`src/rtl/block_ram_port_arbiter_if.sv`:
```
// Requester and RAM-port bundle for block_ram_port_arbiter.
// reqLock/arbLocked exist only when BLOCK_RAM_ARB_LOCK_EN is defined.
interface block_ram_port_arbiter_if #(
  parameter int NUM_REQ     = 4,
  parameter int DATA_BYTES  = 2,
  parameter int PARITY_BITS = 0,
  parameter int ADDR_WIDTH  = 10
);
  localparam int DATA_WIDTH = DATA_BYTES * (8 + PARITY_BITS);

  logic [NUM_REQ-1:0]            reqValid;
  logic [NUM_REQ-1:0]            reqReady;
  logic [NUM_REQ*DATA_BYTES-1:0] reqWriteEnable;
  logic [NUM_REQ*ADDR_WIDTH-1:0] reqAddress;
  logic [NUM_REQ*DATA_WIDTH-1:0] reqDataIn;
  logic [NUM_REQ-1:0]            respValid;
  logic [DATA_WIDTH-1:0]         respData;
  logic                          ramEnable;
  logic [DATA_BYTES-1:0]         ramWriteEnable;
  logic [ADDR_WIDTH-1:0]         ramAddress;
  logic [DATA_WIDTH-1:0]         ramDataIn;
  logic [DATA_WIDTH-1:0]         ramDataOut;
`ifdef BLOCK_RAM_ARB_LOCK_EN
  logic [NUM_REQ-1:0]            reqLock;
  logic                          arbLocked;
`endif

  modport master (
    output reqValid, reqWriteEnable, reqAddress, reqDataIn,
    output ramDataOut,
`ifdef BLOCK_RAM_ARB_LOCK_EN
    output reqLock,
    input  arbLocked,
`endif
    input  reqReady, respValid, respData,
    input  ramEnable, ramWriteEnable, ramAddress, ramDataIn
  );

  modport slave (
    input  reqValid, reqWriteEnable, reqAddress, reqDataIn,
    input  ramDataOut,
`ifdef BLOCK_RAM_ARB_LOCK_EN
    input  reqLock,
    output arbLocked,
`endif
    output reqReady, respValid, respData,
    output ramEnable, ramWriteEnable, ramAddress, ramDataIn
  );
endinterface

```
`src/rtl/block_ram_port_arbiter.sv`:
```
// Round-robin arbiter sharing one block RAM port among NUM_REQ requesters.
// Optional lock feature: define BLOCK_RAM_ARB_LOCK_EN.
module block_ram_port_arbiter #(
  parameter int NUM_REQ     = 4,
  parameter int DATA_BYTES  = 2,
  parameter int PARITY_BITS = 0,
  parameter int ADDR_WIDTH  = 10
) (
  input logic clock,
  input logic reset,
  block_ram_port_arbiter_if.slave bus
);
  localparam int DATA_WIDTH = DATA_BYTES * (8 + PARITY_BITS);
  localparam int PW = $clog2(NUM_REQ);

  logic [PW-1:0]      rr_ptr;
  logic [PW-1:0]      gidx;
  logic [PW-1:0]      idx;
  logic [PW-1:0]      nxt;
  logic [PW:0]        sum;
  logic               found;
  logic [NUM_REQ-1:0] grant;
  logic [NUM_REQ-1:0] resp_valid;

`ifdef BLOCK_RAM_ARB_LOCK_EN
  logic          locked;
  logic [PW-1:0] owner;
`endif

  always_comb begin
    found = 1'b0;
    gidx  = '0;
    idx   = '0;
    sum   = '0;
    grant = '0;
    for (int k = 0; k < NUM_REQ; k++) begin
      sum = {1'b0, rr_ptr} + (PW+1)'(k);
      if (sum >= (PW+1)'(NUM_REQ))
        sum = sum - (PW+1)'(NUM_REQ);
      idx = sum[PW-1:0];
      if (!found && bus.reqValid[idx]) begin
        found = 1'b1;
        gidx  = idx;
      end
    end
`ifdef BLOCK_RAM_ARB_LOCK_EN
    // the lock owner is the only candidate while locked
    if (locked) begin
      found = bus.reqValid[owner];
      gidx  = owner;
    end
`endif
    if (reset)
      found = 1'b0;
    if (found)
      grant[gidx] = 1'b1;
  end

  assign nxt = (gidx == PW'(NUM_REQ - 1)) ? '0 : gidx + PW'(1);

  always_comb begin
    bus.ramEnable      = 1'b0;
    bus.ramWriteEnable = '0;
    bus.ramAddress     = bus.reqAddress[ADDR_WIDTH-1:0];
    bus.ramDataIn      = bus.reqDataIn[DATA_WIDTH-1:0];
    if (found) begin
      bus.ramEnable      = 1'b1;
      bus.ramWriteEnable =
        bus.reqWriteEnable[int'(gidx)*DATA_BYTES +: DATA_BYTES];
      bus.ramAddress     =
        bus.reqAddress[int'(gidx)*ADDR_WIDTH +: ADDR_WIDTH];
      bus.ramDataIn      =
        bus.reqDataIn[int'(gidx)*DATA_WIDTH +: DATA_WIDTH];
    end
  end

  always_ff @(posedge clock or posedge reset) begin
    if (reset) begin
      rr_ptr     <= '0;
      resp_valid <= '0;
`ifdef BLOCK_RAM_ARB_LOCK_EN
      locked     <= 1'b0;
      owner      <= '0;
`endif
    end else begin
      resp_valid <= grant;
`ifdef BLOCK_RAM_ARB_LOCK_EN
      if (found) begin
        if (!locked) begin
          rr_ptr <= nxt;
          if (bus.reqLock[gidx]) begin
            locked <= 1'b1;
            owner  <= gidx;
          end
        end else if (!bus.reqLock[gidx]) begin
          locked <= 1'b0;
          rr_ptr <= nxt;
        end
      end
`else
      if (found)
        rr_ptr <= nxt;
`endif
    end
  end

  assign bus.reqReady  = grant;
  assign bus.respValid = resp_valid;
  assign bus.respData  = bus.ramDataOut;
`ifdef BLOCK_RAM_ARB_LOCK_EN
  assign bus.arbLocked = locked;
`endif
endmodule

```
`src/flat_wrapper.sv`:
```
// flat-port wrapper written by rule: the top's interface ports become plain ports
module block_ram_port_arbiter_flat 
#(
  parameter int NUM_REQ     = 4,
  parameter int DATA_BYTES  = 2,
  parameter int PARITY_BITS = 0,
  parameter int ADDR_WIDTH  = 10
)
  (clock, reset, bus_reqValid, bus_reqWriteEnable, bus_reqAddress, bus_reqDataIn, bus_ramDataOut, bus_reqReady, bus_respValid, bus_respData, bus_ramEnable, bus_ramWriteEnable, bus_ramAddress, bus_ramDataIn);
  block_ram_port_arbiter_if #(.NUM_REQ(NUM_REQ), .DATA_BYTES(DATA_BYTES), .PARITY_BITS(PARITY_BITS), .ADDR_WIDTH(ADDR_WIDTH)) bus_i ();
  input logic clock;
  input logic reset;
  input wire logic [$bits(bus_i.reqValid)-1:0] bus_reqValid;
  input wire logic [$bits(bus_i.reqWriteEnable)-1:0] bus_reqWriteEnable;
  input wire logic [$bits(bus_i.reqAddress)-1:0] bus_reqAddress;
  input wire logic [$bits(bus_i.reqDataIn)-1:0] bus_reqDataIn;
  input wire logic [$bits(bus_i.ramDataOut)-1:0] bus_ramDataOut;
  output wire logic [$bits(bus_i.reqReady)-1:0] bus_reqReady;
  output wire logic [$bits(bus_i.respValid)-1:0] bus_respValid;
  output wire logic [$bits(bus_i.respData)-1:0] bus_respData;
  output wire logic [$bits(bus_i.ramEnable)-1:0] bus_ramEnable;
  output wire logic [$bits(bus_i.ramWriteEnable)-1:0] bus_ramWriteEnable;
  output wire logic [$bits(bus_i.ramAddress)-1:0] bus_ramAddress;
  output wire logic [$bits(bus_i.ramDataIn)-1:0] bus_ramDataIn;
  assign bus_i.reqValid = bus_reqValid;
  assign bus_i.reqWriteEnable = bus_reqWriteEnable;
  assign bus_i.reqAddress = bus_reqAddress;
  assign bus_i.reqDataIn = bus_reqDataIn;
  assign bus_i.ramDataOut = bus_ramDataOut;
  assign bus_reqReady = bus_i.reqReady;
  assign bus_respValid = bus_i.respValid;
  assign bus_respData = bus_i.respData;
  assign bus_ramEnable = bus_i.ramEnable;
  assign bus_ramWriteEnable = bus_i.ramWriteEnable;
  assign bus_ramAddress = bus_i.ramAddress;
  assign bus_ramDataIn = bus_i.ramDataIn;
  block_ram_port_arbiter #(.NUM_REQ(NUM_REQ), .DATA_BYTES(DATA_BYTES), .PARITY_BITS(PARITY_BITS), .ADDR_WIDTH(ADDR_WIDTH)) u_core (.clock(clock), .reset(reset), .bus(bus_i));
endmodule
```
`config.mk`:
```
export PLATFORM = sky130hd
export DESIGN_NAME = block_ram_port_arbiter_flat
export DESIGN_NICKNAME = d
export VERILOG_FILES = /design/src/rtl/block_ram_port_arbiter_if.sv /design/src/rtl/block_ram_port_arbiter.sv /design/src/flat_wrapper.sv
export SDC_FILE = /design/constraint.sdc
export NUM_CORES = 1
export LEC_CHECK = 0
export ABC_CLOCK_PERIOD_IN_PS = 2640
export BUFFER_PORTS_ARGS = -buffer_cell sky130_fd_sc_hd__buf_2
export CORE_ASPECT_RATIO = 1.4
export CORE_MARGIN = 4
export CORE_UTILIZATION = 32
export DETAILED_ROUTE_END_ITERATION = 8
export GPL_TIMING_DRIVEN = 0
export PLACE_DENSITY = 0.82
export SLEW_MARGIN = 20
export SYNTH_ARGS = -nofsm -noshare
export SYNTH_HDL_FRONTEND = slang
export SYNTH_SLANG_ARGS = --single-unit
```
`constraint.sdc`:
```
create_clock -name clock -period 2.64 [get_ports clock]
set_input_delay 0.132 -clock clock [delete_from_list [all_inputs] [get_ports clock]]
set_output_delay 0.132 -clock clock [all_outputs]
set_load 0.1 [all_outputs]
```
==> results.yml, run 1 <==
route:
  ant_nets: 0
  route.detailed.drc: 0
  routed_wirelength_um: 6550
  vias: 2086
  vias_per_cell: 4.93
  drtIter0Drc: 48
  firstDrtPassIters: 4
  wl_per_cell_um: 15.5
layout:
  final_common_cell: "buf_2"
  syn_to_final_growth_pct: 93.4
  post_layout_nonfiller_instances: 423
  diodes: 0
  layout-drive-gt1-share: 0.642
  layout_common_cells: "buf_2, inv_1, mux2i_1, nand3_1, buf_4"
  fin_area_um2: 2730
  fill_cells: 370
  fin_util: 0.644
  fin_nets: 503
synth:
  yosys_warnings: 0
  synth_ff_type: "dfrtp_1"
  syn-cell-area_um2: 1410
  synth_top_cell_area_share: 0.184
  syn_nets: 325
  synth_cell_types: 31
  synth_area_leader_cell: "mux2i_1"
  synthArstFlopShare: 1.00
  postSynthAreaPerCell_um2: 7.55
  synth_edf_count: 0
  ys_seq_elements: 6
  yosys-top-cells-area: "mux2i_1, o221ai_1, dfrtp_1"
  netlist_instances: 187
  yosysSeqAreaShare: 0.106
clock_network:
  cts_made_buffers: 3
  cts_sinks: 6
  clkTransAtPathRegs_ns: 0.04
  cts_tree: "built"
  h-tree-depth: 1
  cts_buffer_depth: 2
  clock_latency_ns: 0.22
  cts_root_buffer: "clkbuf_8"
worst_setup_path:
  cp_data_required_time_ns: 2.51
  r2r_cells: 9
  critical_path_class: "reg -> out"
  crit_path_end_kind: "output pin"
  worstPathArrival_ns: 2.45
  startpoint_type: "register"
  path_max_fanout: 11
power_and_ir_drop:
  power.leakage_nw: 1.55
  power_density_nw_per_um2: 1080
  irDropWorstVdd_mv: 0.803
die:
  row_count: 28
  coreArea_um2: 4240
  dieArea_um2: 5550
  die_w_um: 64.1
  pin_count: 187
  fp.dieH_um: 86.6
  initial_core_util: 0.333
grt:
  grt_antenna_before_repair: 0
  grt_util_all_layers: 0.208
  grt_pass1_vias: 2217
  grt_pass1_wl_um: 9450
  overflow: 0
  grt_max_degree: 12
min_path:
  hp-class: "in -> async"
flow_run:
  cap_violations: 0
placement:
  placed_area_um2: 2450
  dp_slack_ns: 0.0597
  dp_hpwl_um: 5370
  io_buffers: 170
  place_congestion: 0.758
  dp_cells: 417
sta:
  setup_slack_ns: 0.0615
  rsz0062_at_grt: "true"
  clock_skew_ns: 0.00128
  min_period_over_period: 0.977
  finalHoldViolCount: 0
  drv_slew: 0
  max_freq_mhz: 388
  setup_viol: 0
  min_period_ns: 2.58
  hold_ws_ns: 0.395
  max_slew_margin: 0.663
  worst_pin_slew_ns: 0.509
status:
  status: "finished, final reports clean"
## power by group
group          total [mW]  internal (mW)  leakage, nW  switching [mW]
Clock               0.135         0.0977       0.0216          0.0369
Combinational        2.68          0.756         1.45            1.92
Sequential          0.138          0.120       0.0758          0.0182
Total                2.95          0.973         1.55            1.98
## cell type report
| cell class | instances | area, µm² | area share |
|---|---|---|---|
| multi-input cells | 116 | 1060 | 0.388 |
| inverters | 33 | 126 | 0.0463 |
| flip-flops and latches | 6 | 151 | 0.0555 |
| repair buffers | 173 | 1030 | 0.377 |
| plain buffers | 32 | 248 | 0.0907 |
| well taps | 60 | 75.1 | 0.0275 |
| clock buffers | 3 | 41.3 | 0.0151 |
## registers in the layout, summed over array words and instances (netlist names)
register and cells:
u_core.bus.respValid 4, u_core.rr_ptr 2
## worst max-delay path: stages, from the launching register on
cell	delay [ns]
dfrtp_1	0.32
and2b_1	0.21
a2111oi_4	0.37
or2_1	0.18
buf_6	0.13
inv_4	0.05
buf_12	0.14
buf_8	0.15
ha_1	0.20
and2_1	0.17
buf_2	0.30
## path summary, 6_finish.rpt
| kind | end | slack [ns] | from |
|---|---|---|---|
| worst max register to register | u_core.bus.respValid[2] | 0.59 | u_core.rr_ptr[0] |
| worst min-delay path | u_core.bus.respValid[0] | 0.40 | reset |
| min in group clock | u_core.rr_ptr[0] | 0.48 | reset |
| max in group asynchronous | u_core.rr_ptr[1] | 2.02 | reset |
| worst max-delay path | bus_reqReady[2] | 0.06 | u_core.rr_ptr[0] |
| worst min register to register | u_core.rr_ptr[0] | 0.55 | u_core.rr_ptr[0] |
## routing by layer
layer	share of wire	vias to the layer above	track usage
met5	0	-	0
met4	0.019	0	0.0769
met3	0.069	12	0.0259
met2	0.59	102	0.413
li1	-	1009	-
met1	0.33	963	0.218
## repair_timing
action / 4_1_cts / 5_1_grt
pin swaps: 0 / 1
setup buffers: 0 / 2
hold buffers: 1 / 0
gates resized for setup: 24 / 43
hold endpoints to repair: 6 / 0
setup endpoints to repair: 25 / 29
## metrics by stage
step / setup TNS, ns / total power [mW]
after floorplan: -6.73 / 2.18
after global placement: 0 / 2.56
after detailed placement: 0 / 2.59
after CTS: 0 / 2.80
after global routing: -0.0506 / 3.07
final: 0 / 2.95
## synth_stat cells, types with 2 or more instances
cell type and n:
nor3b_1 2, nand3_1 26, and2_1 4, nand2_1 9, buf_4 18, inv_1 32, a211oi_1 2, buf_1 2
a21oi_1 2, dfrtp_1 6, or2_1 2, a311oi_1 2, buf_2 6, mux2i_1 26, clkbuf_1 3, o221ai_1 26
ha_1 4, nor2_1 2
## logic make-up after synthesis
logic type | share of synthesized area
AO/OA/AOI/OAI | 0.253
adder cells (fa/ha/maj) | 0.0355
buffers and inverters | 0.253
flip-flops | 0.106
multiplexers | 0.184
AND/OR/NAND/NOR | 0.168
Note: power is estimated with default switching activity, not from simulation.
==> inputs of run 2 (changes only) <==
==> constraint.sdc (replaced) <==
create_clock -name clock -period 2.64 [get_ports clock]
set_input_delay 0.132 -clock clock [delete_from_list [all_inputs] [get_ports clock]]
set_output_delay 0.132 -clock clock [all_outputs]
set_load 0.01 [all_outputs]
==> results.yml, run 2 (synthesis gave the netlist of run 1 again) <==
power_and_ir_drop:
  comb_power_share: 0.814
  p_clk_frac: 0.092
  p_int_mw: 0.763
  sw_frac_of_total: 0.477
  power.leakage_nw: 1.46
  seqPwrFrac: 0.093
  power_density_nw_per_um2: 610
  irDropWorstVdd_mv: 0.253
  power.total_mw: 1.46
  switching_power_mw: 0.695
route:
  routed_wirelength_um: 5900
  vias_per_cell: 4.83
  vias: 2033
  route.detailed.drc: 0
  wl_per_cell_um: 14.0
  drtIter0Drc: 99
  firstDrtPassIters: 6
  ant_nets: 0
die:
  dieArea_um2: 5550
  die_w_um: 64.1
  row_count: 28
  pin_count: 187
  initial_core_util: 0.333
  fp.dieH_um: 86.6
  coreArea_um2: 4240
worst_setup_path:
  path_max_fanout: 10
  startpoint: "u_core.rr_ptr[0]"
  crit_path_end_kind: "output pin"
  path_cells: "and2b_1, a2111oi_4, o21a_1, buf_2, clkbuf_1, nand3_1, o221ai_1, buf_2"
  critical_path_class: "reg -> out"
  worstPathArrival_ns: 2.31
  max_stage_delay_ns: 0.40
  startpoint_type: "register"
  r2r_start: "u_core.rr_ptr[0]"
  cp_common_cell: "buf_2"
  slowest_stage: "clkbuf_1"
  cp_data_required_time_ns: 2.51
grt:
  overflow: 0
  grt_pass1_wl_um: 8910
  grt_pass1_vias: 2025
  grt_max_degree: 12
  grt_antenna_before_repair: 0
  grt_util_all_layers: 0.196
sta:
  max_slew_margin: 0.657
  drv_slew: 0
  setup_slack_ns: 0.196
  min_period_ns: 2.44
  setup_viol: 0
  clock_skew_ns: 0.000816
  max_freq_mhz: 409
  hold_ws_ns: 0.392
  fin_setup_tns_ns: 0
  finalHoldViolCount: 0
  min_period_over_period: 0.926
  worst_pin_slew_ns: 0.515
  rsz0062_at_grt: "false"
layout:
  layout_common_cells: "buf_2, inv_1, mux2i_1, nand3_1, o221ai_1"
  fin_nets: 501
  largest_reg_flops: 4
  fill_cells: 417
  post_layout_nonfiller_instances: 421
  final_common_cell: "buf_2"
  diodes: 0
  syn_to_final_growth_pct: 69.4
  layout-drive-gt1-share: 0.573
placement:
  dp_slack_ns: 0.342
  io_buffers: 170
  dp_cells: 417
  dp_hpwl_um: 5000
  place_congestion: 0.802
clock_network:
  h-tree-depth: 1
  clkTransAtPathRegs_ns: 0.03
  post_cts_buffers: 0
  cts_root_buffer: "clkbuf_8"
  cts_sinks: 6
  clock_latency_ns: 0.22
  cts_tree: "built"
  cts_buffer_depth: 2
  cts_made_buffers: 3
min_path:
  hp-class: "in -> reg"
  min_from: "reset"
status:
  status: "finished, final reports clean"
flow_run:
  cap_violations: 0
-- run 2: changes by cell type in the layout (fill, tap and decap cells not counted), sizes merged --
cell  previous run  this run
buf            199       197
-- run 2: final timing paths --
path,endpoint,slack (ns),cells past startpoint
max in group asynchronous,u_core.bus.respValid[2],2.04,3
setup reg to reg,u_core.bus.respValid[0],0.63,9
hold reg to reg,u_core.rr_ptr[0],0.57,2
setup / recovery,bus_ramAddress[5],0.20,8
min in group asynchronous,u_core.bus.respValid[1],0.40,3
hold / removal,u_core.rr_ptr[0],0.39,4
-- run 2: worst max-delay path: cells and delay by family, from the launching register on --
kind | cells | cell delay, ns
flip-flops | 1 | 0.33
AND/OR/NAND/NOR | 2 | 0.36
AO/OA/AOI/OAI | 3 | 0.63
buffers and inverters | 3 | 0.76
-- run 2: power groups by stage --
stage               sequential [mW]  combinational, mW  clock (mW)
CTS                           0.136               1.20       0.136
finish                        0.136               1.19       0.135
floorplan                     0.142              0.784           0
global placement              0.136               1.17           0
global route                  0.140               1.30       0.147
detailed placement            0.137               1.19           0
-- run 2: stage by stage --
stage | instance area [µm²] | utilization
final | 2390 | 0.564
after global routing | 2390 | 0.564
after CTS | 2390 | 0.563
after detailed placement | 2340 | 0.551
after global placement | 2340 | 0.551
after floorplan | 1410 | -
-- run 2: timing repair --
action                                  in CTS  in global routing
endpoints found under the setup margin       0                  4
hold endpoints to repair                     6                  0
hold buffers                                 1                  0
gates resized for setup                      0                  2
-- run 2: layout make-up --
cell class	count	area, µm²	share of cell area
multi-input combinational	116	905	0.378
timing repair buffer	171	861	0.360
buffer	32	233	0.0973
sequential	6	150	0.0628
inverter	33	126	0.0529
tap	60	75.1	0.0314
clock buffer	3	41.3	0.0173
-- run 2: layer usage --
layer	vias up	share of wire	GRT usage
met3	14	0.080	0.0285
met1	907	0.37	0.222
li1	1006	-	-
met2	106	0.53	0.373
met5	-	0	0
met4	0	0.020	0.0596
==> inputs of run 3 (changes only) <==
--- a/config.mk
+++ b/config.mk
@@ -6,13 +6,12 @@
 export NUM_CORES = 1
 export LEC_CHECK = 0
 export ABC_CLOCK_PERIOD_IN_PS = 2640
-export BUFFER_PORTS_ARGS = -buffer_cell sky130_fd_sc_hd__buf_2
-export CORE_ASPECT_RATIO = 1.4
-export CORE_MARGIN = 4
-export CORE_UTILIZATION = 32
+export CORE_AREA = 4 4 70 72
 export DETAILED_ROUTE_END_ITERATION = 8
+export DIE_AREA = 0 0 74 76
+export DONT_BUFFER_PORTS = 1
 export GPL_TIMING_DRIVEN = 0
-export PLACE_DENSITY = 0.82
+export PLACE_DENSITY = 0.47
 export SLEW_MARGIN = 20
 export SYNTH_ARGS = -nofsm -noshare
 export SYNTH_HDL_FRONTEND = slang
==> results.yml, run 3 (synthesis gave the netlist of run 1 again) <==
route:
  drtIter0Drc: 78
  wl_per_cell_um: 21.8
  vias: 1470
  route.detailed.drc: 0
  ant_nets: 0
  vias_per_cell: 6.05
  firstDrtPassIters: 4
  routed_wirelength_um: 5300
die:
  pin_count: 187
  row_count: 24
  initial_core_util: 0.329
  die_w_um: 74
  dieArea_um2: 5620
  fp.dieH_um: 76
  coreArea_um2: 4290
clock_network:
  cts_root_buffer: "clkbuf_8"
  cts.repair.resized: 0
  cts_tree: "built"
  h-tree-depth: 1
  clkTransAtPathRegs_ns: 0.04
  cts_sinks: 6
  post_cts_buffers: 0
  clock_latency_ns: 0.22
  cts_made_buffers: 3
  cts_buffer_depth: 2
placement:
  placed_area_um2: 1480
  place_congestion: 0.793
  dp_hpwl_um: 4600
  dp_slack_ns: 0.471
  io_buffers: 0
  dp_cells: 239
sta:
  finalHoldViolCount: 0
  drv_slew: 0
  min_period_over_period: 0.921
  max_slew_margin: 0.642
  hold_ws_ns: 0.287
  min_period_ns: 2.43
  setup_viol: 0
  rsz0062_at_grt: "false"
  clock_skew_ns: 0.00129
  worst_pin_slew_ns: 0.534
  fin_setup_tns_ns: 0
  setup_slack_ns: 0.209
  max_freq_mhz: 411
grt:
  grt_pass1_wl_um: 7980
  grt_pass1_vias: 1525
  grt_antenna_before_repair: 0
  grt_max_degree: 12
  grt_util_all_layers: 0.176
  overflow: 0
layout:
  fin_util: 0.356
  layout-drive-gt1-share: 0.183
  fill_cells: 449
  fin_nets: 331
  diodes: 0
  fin_area_um2: 1530
  layout_common_cells: "inv_1, mux2i_1, nand3_1, o221ai_1, buf_4"
  final_common_cell: "inv_1"
  post_layout_nonfiller_instances: 243
  syn_to_final_growth_pct: 8.24
  largest_reg_flops: 4
worst_setup_path:
  r2r_start: "u_core.rr_ptr[0]"
  cp_data_required_time_ns: 2.51
  crit_path_end_kind: "output pin"
  regToRegSetupSlack_ns: 0.51
  path_max_fanout: 10
  worstPathArrival_ns: 2.30
  critical_path_class: "reg -> out"
  r2r_cells: 9
  startpoint_type: "register"
  worstReg2RegEnd: "u_core.rr_ptr[1]"
flow_run:
  cap_violations: 0
power_and_ir_drop:
  seqPwrFrac: 0.119
  power.total_mw: 1.22
  power_density_nw_per_um2: 801
  irDropWorstVdd_mv: 0.226
  p_clk_frac: 0.111
  p_int_mw: 0.594
  sw_frac_of_total: 0.514
  switching_power_mw: 0.629
  power.leakage_nw: 0.769
  comb_power_share: 0.770
min_path:
  hp-class: "in -> async"
status:
  status: "finished, final reports clean"
## run 3: cell count changes in the layout (fill, tap and decap cells not counted), sizes merged
| cell | previous run | this run |
|---|---|---|
| buf | 197 | 29 |
| clkbuf | 8 | 6 |
## run 3: worst max-delay path by stage
stage | startpoint | cells past startpoint | slack, ns | to
after floorplan | u_core.rr_ptr[0] | 9 | 0.69 | bus_ramWriteEnable[0]
after global placement | u_core.rr_ptr[1] | 8 | 0.49 | bus_ramDataIn[2]
after detailed placement | u_core.rr_ptr[1] | 8 | 0.47 | bus_ramDataIn[2]
after CTS | u_core.rr_ptr[1] | 8 | 0.22 | bus_ramDataIn[2]
after global routing | u_core.rr_ptr[1] | 8 | 0.08 | bus_ramDataIn[0]
final | u_core.rr_ptr[1] | 8 | 0.21 | bus_ramDataIn[0]
## run 3: final cells by class
cell class | count | area, µm² | area share
inverters | 33 | 126 | 0.0827
multi-input cells | 116 | 905 | 0.592
repair buffers | 1 | 10.0 | 0.00655
plain buffers | 32 | 230 | 0.151
flip-flops and latches | 6 | 150 | 0.0983
clock buffers | 3 | 41.3 | 0.0270
well taps | 52 | 65.1 | 0.0426
## run 3: repair_timing
action / 4_1_cts / 5_1_grt
endpoints found under the hold margin: 6 / 0
hold buffers: 1 / 0
setup endpoints to repair: 0 / 0
## run 3: critical path, cell delays in order (launching register included)
cell and delay [ns]:
dfrtp_1 0.43, a21oi_1 0.14, o21ai_0 0.09, a2bb2o_1 0.27, buf_2 0.17, or2_1 0.20
buf_2 0.18, buf_2 0.20, o221ai_1 0.39
## run 3: power groups by stage
stage          Clock, mW  Sequential, mW  Combinational [mW]
2_1_floorplan          0           0.142               0.784
3_3_place_gp           0           0.147               0.932
3_5_place_dp           0           0.147               0.950
4_1_cts            0.141           0.146               0.955
5_1_grt            0.153           0.147                1.03
6_report           0.136           0.145               0.942
## run 3: layer usage
metal	track usage	up-vias	routed length (µm)
met5	0	-	0
met1	0.223	670	1950
met4	0.0217	0	34
li1	-	666	-
met3	0.0290	4	563
met2	0.314	130	2750
